## src/rtl/ps2_host_tx_if.sv

```systemverilog
// rtl/ps2_host_tx_if.sv - command request / completion bundle for the PS/2 host transmitter
interface ps2_host_tx_if;
    logic [7:0] tx_data;
    logic       tx_valid;
    logic       tx_ready;
    logic       busy;
    logic       done;
    logic       ack_ok;
    logic       err;

    modport master (
        output tx_data, tx_valid,
        input  tx_ready, busy, done, ack_ok, err
    );

    modport slave (
        input  tx_data, tx_valid,
        output tx_ready, busy, done, ack_ok, err
    );
endinterface

```

## src/rtl/ps2_host_tx.sv

```systemverilog
// rtl/ps2_host_tx.sv - PS/2 host-to-device command transmitter
// Sends one byte with the clock-inhibit request sequence and checks the device ack.
module ps2_host_tx #(
    parameter int INHIBIT_CYCLES = 12000,
    parameter int START_CYCLES   = 1000,
    parameter int TIMEOUT_CYCLES = 2000000,
    parameter int FILTER_LEN     = 8
) (
    input  logic         clk,
    input  logic         rstn,
    input  logic         i_ps2_c,
    input  logic         i_ps2_d,
    output logic         o_ps2_c_drive_low,
    output logic         o_ps2_d_drive_low,
    ps2_host_tx_if.slave tx
);
    localparam int INH_W    = (INHIBIT_CYCLES > 1) ? $clog2(INHIBIT_CYCLES) : 1;
    localparam int TO_W     = (TIMEOUT_CYCLES > 1) ? $clog2(TIMEOUT_CYCLES) : 1;
    localparam int FLT_W    = (FILTER_LEN > 1) ? $clog2(FILTER_LEN) : 1;
    localparam int START_AT = (START_CYCLES >= INHIBIT_CYCLES) ? 0 : INHIBIT_CYCLES - START_CYCLES;

    typedef enum logic [2:0] {S_IDLE, S_INHIBIT, S_XFER, S_WAIT_IDLE, S_DONE} state_t;

    state_t            r_state, w_state_nx;
    logic [1:0]        w_pad;
    logic [1:0]        r_meta, r_sync, r_filt;
    logic [FLT_W-1:0]  r_flt_cnt [2];
    logic              r_c_filt_q;
    logic              w_fall_c;
    logic [7:0]        r_shift;
    logic              r_parity;
    logic [3:0]        r_bit_cnt, w_bit_next;
    logic [INH_W-1:0]  r_inh_cnt;
    logic [TO_W-1:0]   r_to_cnt;
    logic              r_d_low, r_ack;
    logic              w_timeout, w_inh_last, w_start_bit;
    logic              w_done, w_err, w_ack;

    // Index 0 is the clock line, index 1 the data line.
    assign w_pad = {i_ps2_d, i_ps2_c};

    always_ff @(posedge clk or negedge rstn) begin
        if (!rstn) begin
            r_meta       <= 2'b11;
            r_sync       <= 2'b11;
            r_filt       <= 2'b11;
            r_c_filt_q   <= 1'b1;
            r_flt_cnt[0] <= '0;
            r_flt_cnt[1] <= '0;
        end else begin
            r_meta     <= w_pad;
            r_sync     <= r_meta;
            r_c_filt_q <= r_filt[0];
            for (int i = 0; i < 2; i++) begin
                if (r_sync[i] == r_filt[i]) begin
                    r_flt_cnt[i] <= '0;
                end else if (r_flt_cnt[i] == FLT_W'(FILTER_LEN - 1)) begin
                    r_filt[i]    <= r_sync[i];
                    r_flt_cnt[i] <= '0;
                end else begin
                    r_flt_cnt[i] <= r_flt_cnt[i] + 1'b1;
                end
            end
        end
    end

    assign w_fall_c    = r_c_filt_q & ~r_filt[0];
    assign w_bit_next  = (r_bit_cnt == 4'd11) ? 4'd11 : r_bit_cnt + 4'd1;
    assign w_inh_last  = (r_inh_cnt == INH_W'(INHIBIT_CYCLES - 1));
    assign w_start_bit = (r_inh_cnt >= INH_W'(START_AT));
    assign w_timeout   = ((r_state == S_XFER) || (r_state == S_WAIT_IDLE)) &&
                         (r_to_cnt == TO_W'(TIMEOUT_CYCLES - 1));

    always_ff @(posedge clk or negedge rstn) begin
        if (!rstn) begin
            r_state <= S_IDLE;
        end else begin
            r_state <= w_state_nx;
        end
    end

    always_comb begin
        w_state_nx = r_state;
        w_done     = 1'b0;
        w_err      = 1'b0;
        w_ack      = 1'b0;
        case (r_state)
            S_IDLE: begin
                if (tx.tx_valid) w_state_nx = S_INHIBIT;
            end
            S_INHIBIT: begin
                if (w_inh_last) w_state_nx = S_XFER;
            end
            S_XFER: begin
                if (w_timeout) begin
                    w_state_nx = S_IDLE;
                    w_done     = 1'b1;
                    w_err      = 1'b1;
                end else if (w_fall_c && (w_bit_next == 4'd11)) begin
                    w_state_nx = S_WAIT_IDLE;
                end
            end
            S_WAIT_IDLE: begin
                if (w_timeout) begin
                    w_state_nx = S_IDLE;
                    w_done     = 1'b1;
                    w_err      = 1'b1;
                end else if (r_filt == 2'b11) begin
                    w_state_nx = S_DONE;
                end
            end
            S_DONE: begin
                w_state_nx = S_IDLE;
                w_done     = 1'b1;
                w_ack      = r_ack;
            end
            default: w_state_nx = S_IDLE;
        endcase
    end

    always_ff @(posedge clk or negedge rstn) begin
        if (!rstn) begin
            r_shift   <= '0;
            r_parity  <= 1'b0;
            r_bit_cnt <= '0;
            r_inh_cnt <= '0;
            r_to_cnt  <= '0;
            r_d_low   <= 1'b0;
            r_ack     <= 1'b0;
        end else begin
            case (r_state)
                S_IDLE: begin
                    if (tx.tx_valid) begin
                        r_shift   <= tx.tx_data;
                        r_parity  <= ~^tx.tx_data;
                        r_inh_cnt <= '0;
                    end
                end
                S_INHIBIT: begin
                    r_inh_cnt <= r_inh_cnt + 1'b1;
                    r_bit_cnt <= '0;
                    r_to_cnt  <= '0;
                    r_d_low   <= 1'b1;
                end
                S_XFER: begin
                    r_to_cnt <= r_to_cnt + 1'b1;
                    if (w_fall_c) begin
                        r_bit_cnt <= w_bit_next;
                        // Data changes just after each falling edge; the device reads it on the rise.
                        if (w_bit_next <= 4'd8) begin
                            r_d_low <= ~r_shift[0];
                            r_shift <= r_shift >> 1;
                        end else if (w_bit_next == 4'd9) begin
                            r_d_low <= ~r_parity;
                        end else if (w_bit_next == 4'd10) begin
                            r_d_low <= 1'b0;
                        end else begin
                            r_ack <= ~r_filt[1];
                        end
                    end
                end
                S_WAIT_IDLE: begin
                    r_to_cnt <= r_to_cnt + 1'b1;
                end
                default: begin
                end
            endcase
        end
    end

    assign o_ps2_c_drive_low = (r_state == S_INHIBIT);
    assign o_ps2_d_drive_low = ((r_state == S_INHIBIT) && w_start_bit) ||
                               (((r_state == S_XFER) || (r_state == S_WAIT_IDLE)) && r_d_low && !w_timeout);

    assign tx.tx_ready = (r_state == S_IDLE);
    assign tx.busy     = (r_state != S_IDLE);
    assign tx.done     = w_done;
    assign tx.err      = w_err;
    assign tx.ack_ok   = w_ack;
endmodule

```

## src/flat_wrapper.sv

```systemverilog
// flat-port wrapper written by rule: the top's interface ports become plain ports
module ps2_host_tx_flat 
#(
    parameter int INHIBIT_CYCLES = 12000,
    parameter int START_CYCLES   = 1000,
    parameter int TIMEOUT_CYCLES = 2000000,
    parameter int FILTER_LEN     = 8
)
  (clk, rstn, i_ps2_c, i_ps2_d, o_ps2_c_drive_low, o_ps2_d_drive_low, tx_tx_data, tx_tx_valid, tx_tx_ready, tx_busy, tx_done, tx_ack_ok, tx_err);
  ps2_host_tx_if tx_i ();
  input  logic clk;
  input  logic rstn;
  input  logic i_ps2_c;
  input  logic i_ps2_d;
  output logic o_ps2_c_drive_low;
  output logic o_ps2_d_drive_low;
  input wire logic [$bits(tx_i.tx_data)-1:0] tx_tx_data;
  input wire logic [$bits(tx_i.tx_valid)-1:0] tx_tx_valid;
  output wire logic [$bits(tx_i.tx_ready)-1:0] tx_tx_ready;
  output wire logic [$bits(tx_i.busy)-1:0] tx_busy;
  output wire logic [$bits(tx_i.done)-1:0] tx_done;
  output wire logic [$bits(tx_i.ack_ok)-1:0] tx_ack_ok;
  output wire logic [$bits(tx_i.err)-1:0] tx_err;
  assign tx_i.tx_data = tx_tx_data;
  assign tx_i.tx_valid = tx_tx_valid;
  assign tx_tx_ready = tx_i.tx_ready;
  assign tx_busy = tx_i.busy;
  assign tx_done = tx_i.done;
  assign tx_ack_ok = tx_i.ack_ok;
  assign tx_err = tx_i.err;
  ps2_host_tx #(.INHIBIT_CYCLES(INHIBIT_CYCLES), .START_CYCLES(START_CYCLES), .TIMEOUT_CYCLES(TIMEOUT_CYCLES), .FILTER_LEN(FILTER_LEN)) u_core (.clk(clk), .rstn(rstn), .i_ps2_c(i_ps2_c), .i_ps2_d(i_ps2_d), .o_ps2_c_drive_low(o_ps2_c_drive_low), .o_ps2_d_drive_low(o_ps2_d_drive_low), .tx(tx_i));
endmodule
```

## config.mk

```make
export PLATFORM = sky130hd
export DESIGN_NAME = ps2_host_tx_flat
export DESIGN_NICKNAME = d
export VERILOG_FILES = /design/src/rtl/ps2_host_tx_if.sv /design/src/rtl/ps2_host_tx.sv /design/src/flat_wrapper.sv
export SDC_FILE = /design/constraint.sdc
export NUM_CORES = 1
export LEC_CHECK = 0
export ABC_CLOCK_PERIOD_IN_PS = 2800
export CORE_UTILIZATION = 62
export CTS_BUF_LIST = sky130_fd_sc_hd__clkbuf_8
export DETAILED_ROUTE_END_ITERATION = 10
export HOLD_SLACK_MARGIN = 0.06
export PLACE_DENSITY = 0.82
export SLEW_MARGIN = 20
export SYNTH_ARGS = -nofsm -noshare
export SYNTH_HDL_FRONTEND = slang
export SYNTH_SLANG_ARGS = --single-unit
```

## constraint.sdc

```tcl
create_clock -name clk -period 2.8 [get_ports clk]
set_input_delay 0.56 -clock clk [delete_from_list [all_inputs] [get_ports clk]]
set_output_delay 0.56 -clock clk [all_outputs]
set_load 0.01 [all_outputs]
```

==> flow_summary.yaml, run 1 <==
worst_setup_path:
  required_ps: 2240
  reg2regPathDepth: 6
  regToRegEndpoint: "u_core.r_shift[6]$_DFFE_PN0P_"
  critPathLaunchType: "flip-flop"
  criticalPathCategory: "flip-flop to primary output"
  arrival_ps: 2120
  ff2ff_setup_slack_ps: 530
  cp-endpoint: "o_ps2_d_drive_low"
  endpoint_kind: "primary output"
  cp_max_fo: 5
  r2r-start: "u_core.r_state[2]$_DFFE_PN0P_"
  startpoint: "u_core.r_to_cnt[14]$_DFFE_PN0P_"
drt:
  num_vias: 2975
  vias_per_cell: 6.19
  final_antenna_net_count: 0
  finalWirelength_mm: 7.53
  firstDrtPassIters: 5
  drtIter0Drc: 159
  wire_per_inst_microns: 15.7
  drc: 0
power_and_ir_drop:
  power_density_nw_per_um2: 619
  switchingPower_w: 0.000804
  power_frac_clock_pct: 29.8
  power_frac_seq_pct: 48.1
  peakVddDrop_v: 0.000476
  power_frac_comb_pct: 22.1
  swShare_pct: 31.7
  p_int_w: 0.00174
  power_w: 0.00254
  leakage_nw: 1.76
synthesis:
  ys_top_cells_by_area: "dfrtp_1 (41%), o21ai_0 (6.1%), dfstp_2 (5.1%), mux2_2 (5.0%), ha_1 (3.5%)"
  yosysMostFrequentCell: "dfrtp_1"
  synth_top_area_share_pct: 40.7
  synth_ff_type: "dfrtp_1"
  ys_seq_area_share_pct: 45.8
  syn_inst: 376
  ys_ff_latch: 66
  synthArstFlopShare_pct: 100
  synth.cells.most_frequent: "dfrtp_1 (59), o21ai_0 (44), nand2_1 (32), nor2_1 (26), nand3_1 (24)"
  synth_edf_count: 0
  synth_area_sq_um: 3620
  yosysTopAreaCell: "dfrtp_1"
  ys_warn_count: 0
  syn_nets: 399
  syn_avg_cell_area_sq_um: 9.64
  synth.distinct_cells: 59
timing:
  finClkSkew_ps: 14.6
  slew_headroom_pct: 60.3
  period_share_pct: 95.8
  finalSetupTns_ps: 0
  clock.fmax_mhz: 373
  finalSetupViolations: 0
  timing.final.crit_period_ps: 2680
  slew_viol_final: 0
  tightest_slew_ps: 593
  hold_viol_final: 0
  rsz0062_at_grt: "no"
layout:
  antenna_cells: 0
  layout-drive-gt1-share_pct: 17.1
  multi_input_area_sq_um: 1830
  fin_util_pct: 73.6
  seq_area_sq_um: 1660
  nets: 427
  num-fill-cells: 425
  area_growth_pct: 13.3
cts:
  clk_pin_slew_ps: 80
  cts_buffer_depth: 2
  numClockSinks: 66
  cts_tree: "built"
  htree_num_levels: 3
  cts_buffers: 9
  root_buffer: "clkbuf_8"
  clock_latency_ps: 360
global_routing:
  grt_pass1_wl_mm: 13.2
  grt_start_max_net_pins: 28
  antenna_found_initial: 0
  grt_pass1_vias: 2866
  grt_overflow_total: 0
  grt_usage_pct: 27.8
floorplan:
  core-area_sq_um: 5570
  top_level_ports: 20
  die_h_microns: 78.5
  die_x_microns: 78.5
  die-area_sq_um: 6150
  fp-row-count: 27
  start_util_pct: 65.0
worst_hold_path:
  hp-class: "input port to async pin"
job:
  maxCapViolations: 0
placed_design:
  place_congestion: 0.819
  io_buffers: 19
  dp_hpwl_mm: 5.19
outcome:
  status: "complete, no violations"
-- kinds of logic (layout without fill, tap and decap cells) --
| family | after synthesis | in the layout | synth area share [%] |
|---|---|---|---|
| xor+xnor | 9 | 9 | 2.18 |
| simple gates | 143 | 143 | 21.6 |
| flops | 66 | 66 | 45.8 |
| buf+inv | 28 | 61 | 3.66 |
| mux | 22 | 22 | 6.63 |
| fa+ha+maj | 10 | 10 | 3.45 |
| compound gates | 98 | 98 | 16.6 |
-- placed cells by master (no fill, tap or decap), types with 4 or more instances in the layout --
cell,count
dfrtp_1,59
o21ai_0,44
nand2_1,32
nor2_1,26
nand3_1,24
a21oi_1,18
mux2_2,16
clkdlybuf4s50_1,15
buf_4,15
nand4_1,12
inv_1,11
nor3_1,10
a31oi_1,9
ha_1,9
clkbuf_8,9
and3_1,8
xnor2_1,7
dfstp_2,7
mux2i_1,6
o31ai_1,4
nand3b_1,4
-- state kept, by name, indices dropped and copies added (netlist names), 3 cells and up --
register and flops:
u_core.r_flt_cnt 6, u_core.r_inh_cnt 14, u_core.r_shift 8, u_core.r_to_cnt 21, u_core.r_state 3, u_core.r_bit_cnt 4
-- cell type report --
| type | count | share of cell area (%) |
|---|---|---|
| Multi-Input combinational cell | 282 | 44.7 |
| Sequential cell | 66 | 40.5 |
| Timing Repair Buffer | 34 | 7.20 |
| Clock buffer | 9 | 3.02 |
| Tap cell | 72 | 2.20 |
| Clock inverter | 7 | 1.46 |
| Inverter | 11 | 1.01 |
-- worst min path at each step --
stage | from | endpoint | slack [ps] | cells after the start
floorplan | rstn | u_core.r_ack$_DFFE_PN0P_ | 260 | 0
global placement | u_core.r_meta[0]$_DFF_PN1_ | u_core.r_sync[0]$_DFF_PN1_ | 350 | 0
detailed placement | u_core.r_meta[1]$_DFF_PN1_ | u_core.r_sync[1]$_DFF_PN1_ | 350 | 0
CTS | rstn | u_core.r_inh_cnt[4]$_DFFE_PN0P_ | 200 | 1
global route | rstn | u_core.r_bit_cnt[1]$_DFFE_PN0P_ | 230 | 1
finish | rstn | u_core.r_bit_cnt[1]$_DFFE_PN0P_ | 190 | 1
-- power by group through the flow --
stage	logic [W]	clock network (W)	registers, W
after floorplan	0.000447	0	0.00119
after global placement	0.000540	0	0.00123
after detailed placement	0.000567	0	0.00124
after CTS	0.000567	0.000768	0.00122
after global routing	0.000636	0.000800	0.00124
final	0.000562	0.000757	0.00122
-- metrics by stage --
stage	std cells	area [sq um]	hold WS [ps]	worst slack, ps
detailed placement	461	3890	351	177
global placement	461	3890	346	201
global route	481	4100	232	48.1
CTS	481	4100	196	71.0
floorplan	376	3620	264	540
finish	481	4100	192	117
-- metal layers --
metal  vias up  GRT usage, %  part of all wire, %
met5         -             0                    0
met4         0          10.4                  1.8
met3        13          7.21                  3.6
met2        82          45.6                   49
met1      1449          35.5                   45
li1       1431             -                    -
-- critical path, cell delays in order, from the launching register on --
cell             delay (ps)
dfrtp_1                 430
or4b_4                  520
nor4_4                  180
nand4_1                 180
nand3_1                 120
o21ai_0                 100
clkdlybuf4s15_1         250
-- repair_timing --
item	CTS	global route
hold endpoints to repair	0	0
gates resized for setup	4	1
setup endpoints to repair	3	1
setup buffers	4	0
hold buffers	0	0
gates cloned	0	0
pin swaps	3	0
Note: power is estimated with default switching activity, not from simulation.
==> inputs of run 2 (changes only) <==
--- a/config.mk
+++ b/config.mk
@@ -6,6 +6,7 @@
 export NUM_CORES = 1
 export LEC_CHECK = 0
 export ABC_CLOCK_PERIOD_IN_PS = 2800
+export CORE_MARGIN = 2
 export CORE_UTILIZATION = 62
 export CTS_BUF_LIST = sky130_fd_sc_hd__clkbuf_8
 export DETAILED_ROUTE_END_ITERATION = 10
==> run 2 against run 1 <==
Final cell count down 0.42%. Flip-flop and latch count unchanged. Worst setup slack worse by 18 ps. Clock power up 20%. Global-route usage down 1.8 points. Combinational power about the same. Highest routed layer unchanged. Clock skew down 8.3 ps. Utilization up 0.49 points. Critical path depth unchanged. Wire length up 1.9%. Register-to-register slack about the same. Largest cell class unchanged. Fmax down 0.68%.
==> flow_summary.yaml, run 2 (synthesis results as in run 1) <==
outcome:
  status: "complete, no violations"
placed_design:
  place_congestion: 0.815
  dp_cells: 460
  io_buffers: 19
  dp_hpwl_mm: 5.20
worst_hold_path:
  hp-class: "input port to async pin"
worst_setup_path:
  slowest_delay_ps: 510
  ff2ff_setup_slack_ps: 540
  startpoint: "u_core.r_to_cnt[14]$_DFFE_PN0P_"
  arrival_ps: 2140
  critPathLaunchType: "flip-flop"
  path_depth: 6
  path_cells: "or4b_4, nor4_4, nand4_1, nand3_1, o21ai_0, dlygate4sd2_1"
  required_ps: 2240
  cp_max_fo: 5
  cp-endpoint: "o_ps2_d_drive_low"
  endpoint_kind: "primary output"
  regToRegEndpoint: "u_core.r_shift[0]$_DFFE_PN0P_"
  reg2regPathDepth: 6
  critical_path_buf_inv_count: 1
  crit_family: "simple AND/OR/NAND/NOR gates"
  criticalPathCategory: "flip-flop to primary output"
  r2r-start: "u_core.r_state[2]$_DFFE_PN0P_"
  slowest_stage: "or4b_4"
global_routing:
  grt_start_max_net_pins: 31
  grt_pass1_wl_mm: 13.0
  grt_pass1_vias: 2754
  grt_overflow_total: 0
  antenna_found_initial: 0
  grt_usage_pct: 26.0
layout:
  fin_cells: 479
  reg_top3: "u_core.r_to_cnt (21), u_core.r_inh_cnt (14), u_core.r_shift (8)"
  antenna_cells: 0
  num-fill-cells: 400
  layout_commonest_cell: "dfrtp_1"
  nets: 425
  largest_reg_flops: 21
  area_growth_pct: 14.0
  layout-drive-gt1-share_pct: 17.2
  regMostFlops: "u_core.r_to_cnt"
  most-common-layout-cells: "dfrtp_1 (57), o21ai_0 (44), nand2_1 (32)"
cts:
  cts_tree: "built"
  numClockSinks: 66
  clock_latency_ps: 350
  root_buffer: "clkbuf_8"
  cts_buffer_depth: 2
  cts_buffers: 9
  clk_pin_slew_ps: 80
  htree_num_levels: 3
drt:
  wire_per_inst_microns: 16.0
  firstDrtPassIters: 5
  final_antenna_net_count: 0
  vias_per_cell: 6.20
  finalWirelength_mm: 7.67
  drc: 0
  drtIter0Drc: 298
  num_vias: 2972
timing:
  finalSetupViolations: 0
  finalSetupTns_ps: 0
  slew_viol_final: 0
  hold_viol_final: 0
  timing.final.crit_period_ps: 2700
  period_share_pct: 96.5
  holdWs_ps: 234
  finClkSkew_ps: 6.39
  tightest_slew_ps: 673
  slew_headroom_pct: 55.1
  clock.fmax_mhz: 370
floorplan:
  core-area_sq_um: 5570
  fp-row-count: 27
  die_h_microns: 80.5
  die-area_sq_um: 6470
  die_x_microns: 80.5
  top_level_ports: 20
  start_util_pct: 65.0
power_and_ir_drop:
  leakage_nw: 1.77
  peakVddDrop_v: 0.000521
  power_density_nw_per_um2: 652
  power_w: 0.00269
job:
  maxCapViolations: 0
==> run 2: metal layers <==
layer	track usage, %	share of wire [%]	vias up
met3	3.93	4.3	16
met5	0	0	-
met2	39.7	47	88
li1	-	-	1427
met1	37.1	47	1441
met4	11.2	1.6	0
==> run 2: layout make-up <==
class                           count  area [sq um]  share of cell area (%)
Clock buffer                        9           124                    3.00
Clock inverter                      7           101                    2.45
Tap cell                           72          90.1                    2.18
Sequential cell                    66          1660                    40.2
Multi-Input combinational cell    282          1830                    44.4
Timing Repair Buffer               32           279                    6.75
Inverter                           11          41.3                   0.999
==> run 2: worst register-to-register path: cells and delay by family (launching register included) <==
| kind | cells | cell delay [ps] |
|---|---|---|
| and+or+nand+nor | 2 | 670 |
| AOI/OAI and AO/OA | 1 | 350 |
| DFF | 1 | 390 |
| buffers and inverters | 2 | 380 |
| muxes | 1 | 370 |
==> run 2: what timing repair did <==
item                       4_1_cts  5_1_grt
setup endpoints to repair        3        1
gates resized for setup          5        1
pin swaps                        2        1
buffers inserted                 2        1
hold buffers                     0        0
==> run 2: power breakdown <==
part | internal (W) | switching (W) | leakage (nW)
Sequential | 0.00110 | 0.000116 | 0.782
Clock | 0.000508 | 0.000399 | 0.106
Combinational | 0.000293 | 0.000272 | 0.880
==> run 2: how the worst min path moves through the flow <==
stage	cells after the start	from	end
after floorplan	0	rstn	u_core.r_ack$_DFFE_PN0P_
after global placement	0	u_core.r_meta[0]$_DFF_PN1_	u_core.r_sync[0]$_DFF_PN1_
after detailed placement	0	u_core.r_meta[1]$_DFF_PN1_	u_core.r_sync[1]$_DFF_PN1_
after CTS	1	rstn	u_core.r_inh_cnt[11]$_DFFE_PN0P_
after global routing	1	rstn	u_core.r_inh_cnt[10]$_DFFE_PN0P_
final	1	rstn	u_core.r_inh_cnt[11]$_DFFE_PN0P_
==> run 2: per-stage QoR <==
stage	worst slack (ps)	instance area (sq um)	util, %
2_1_floorplan	540	3620	-
3_3_place_gp	193	3880	69.7
3_5_place_dp	177	3880	69.7
4_1_cts	98.2	4120	74.0
5_1_grt	-22.9	4130	74.1
6_report	98.9	4130	74.1
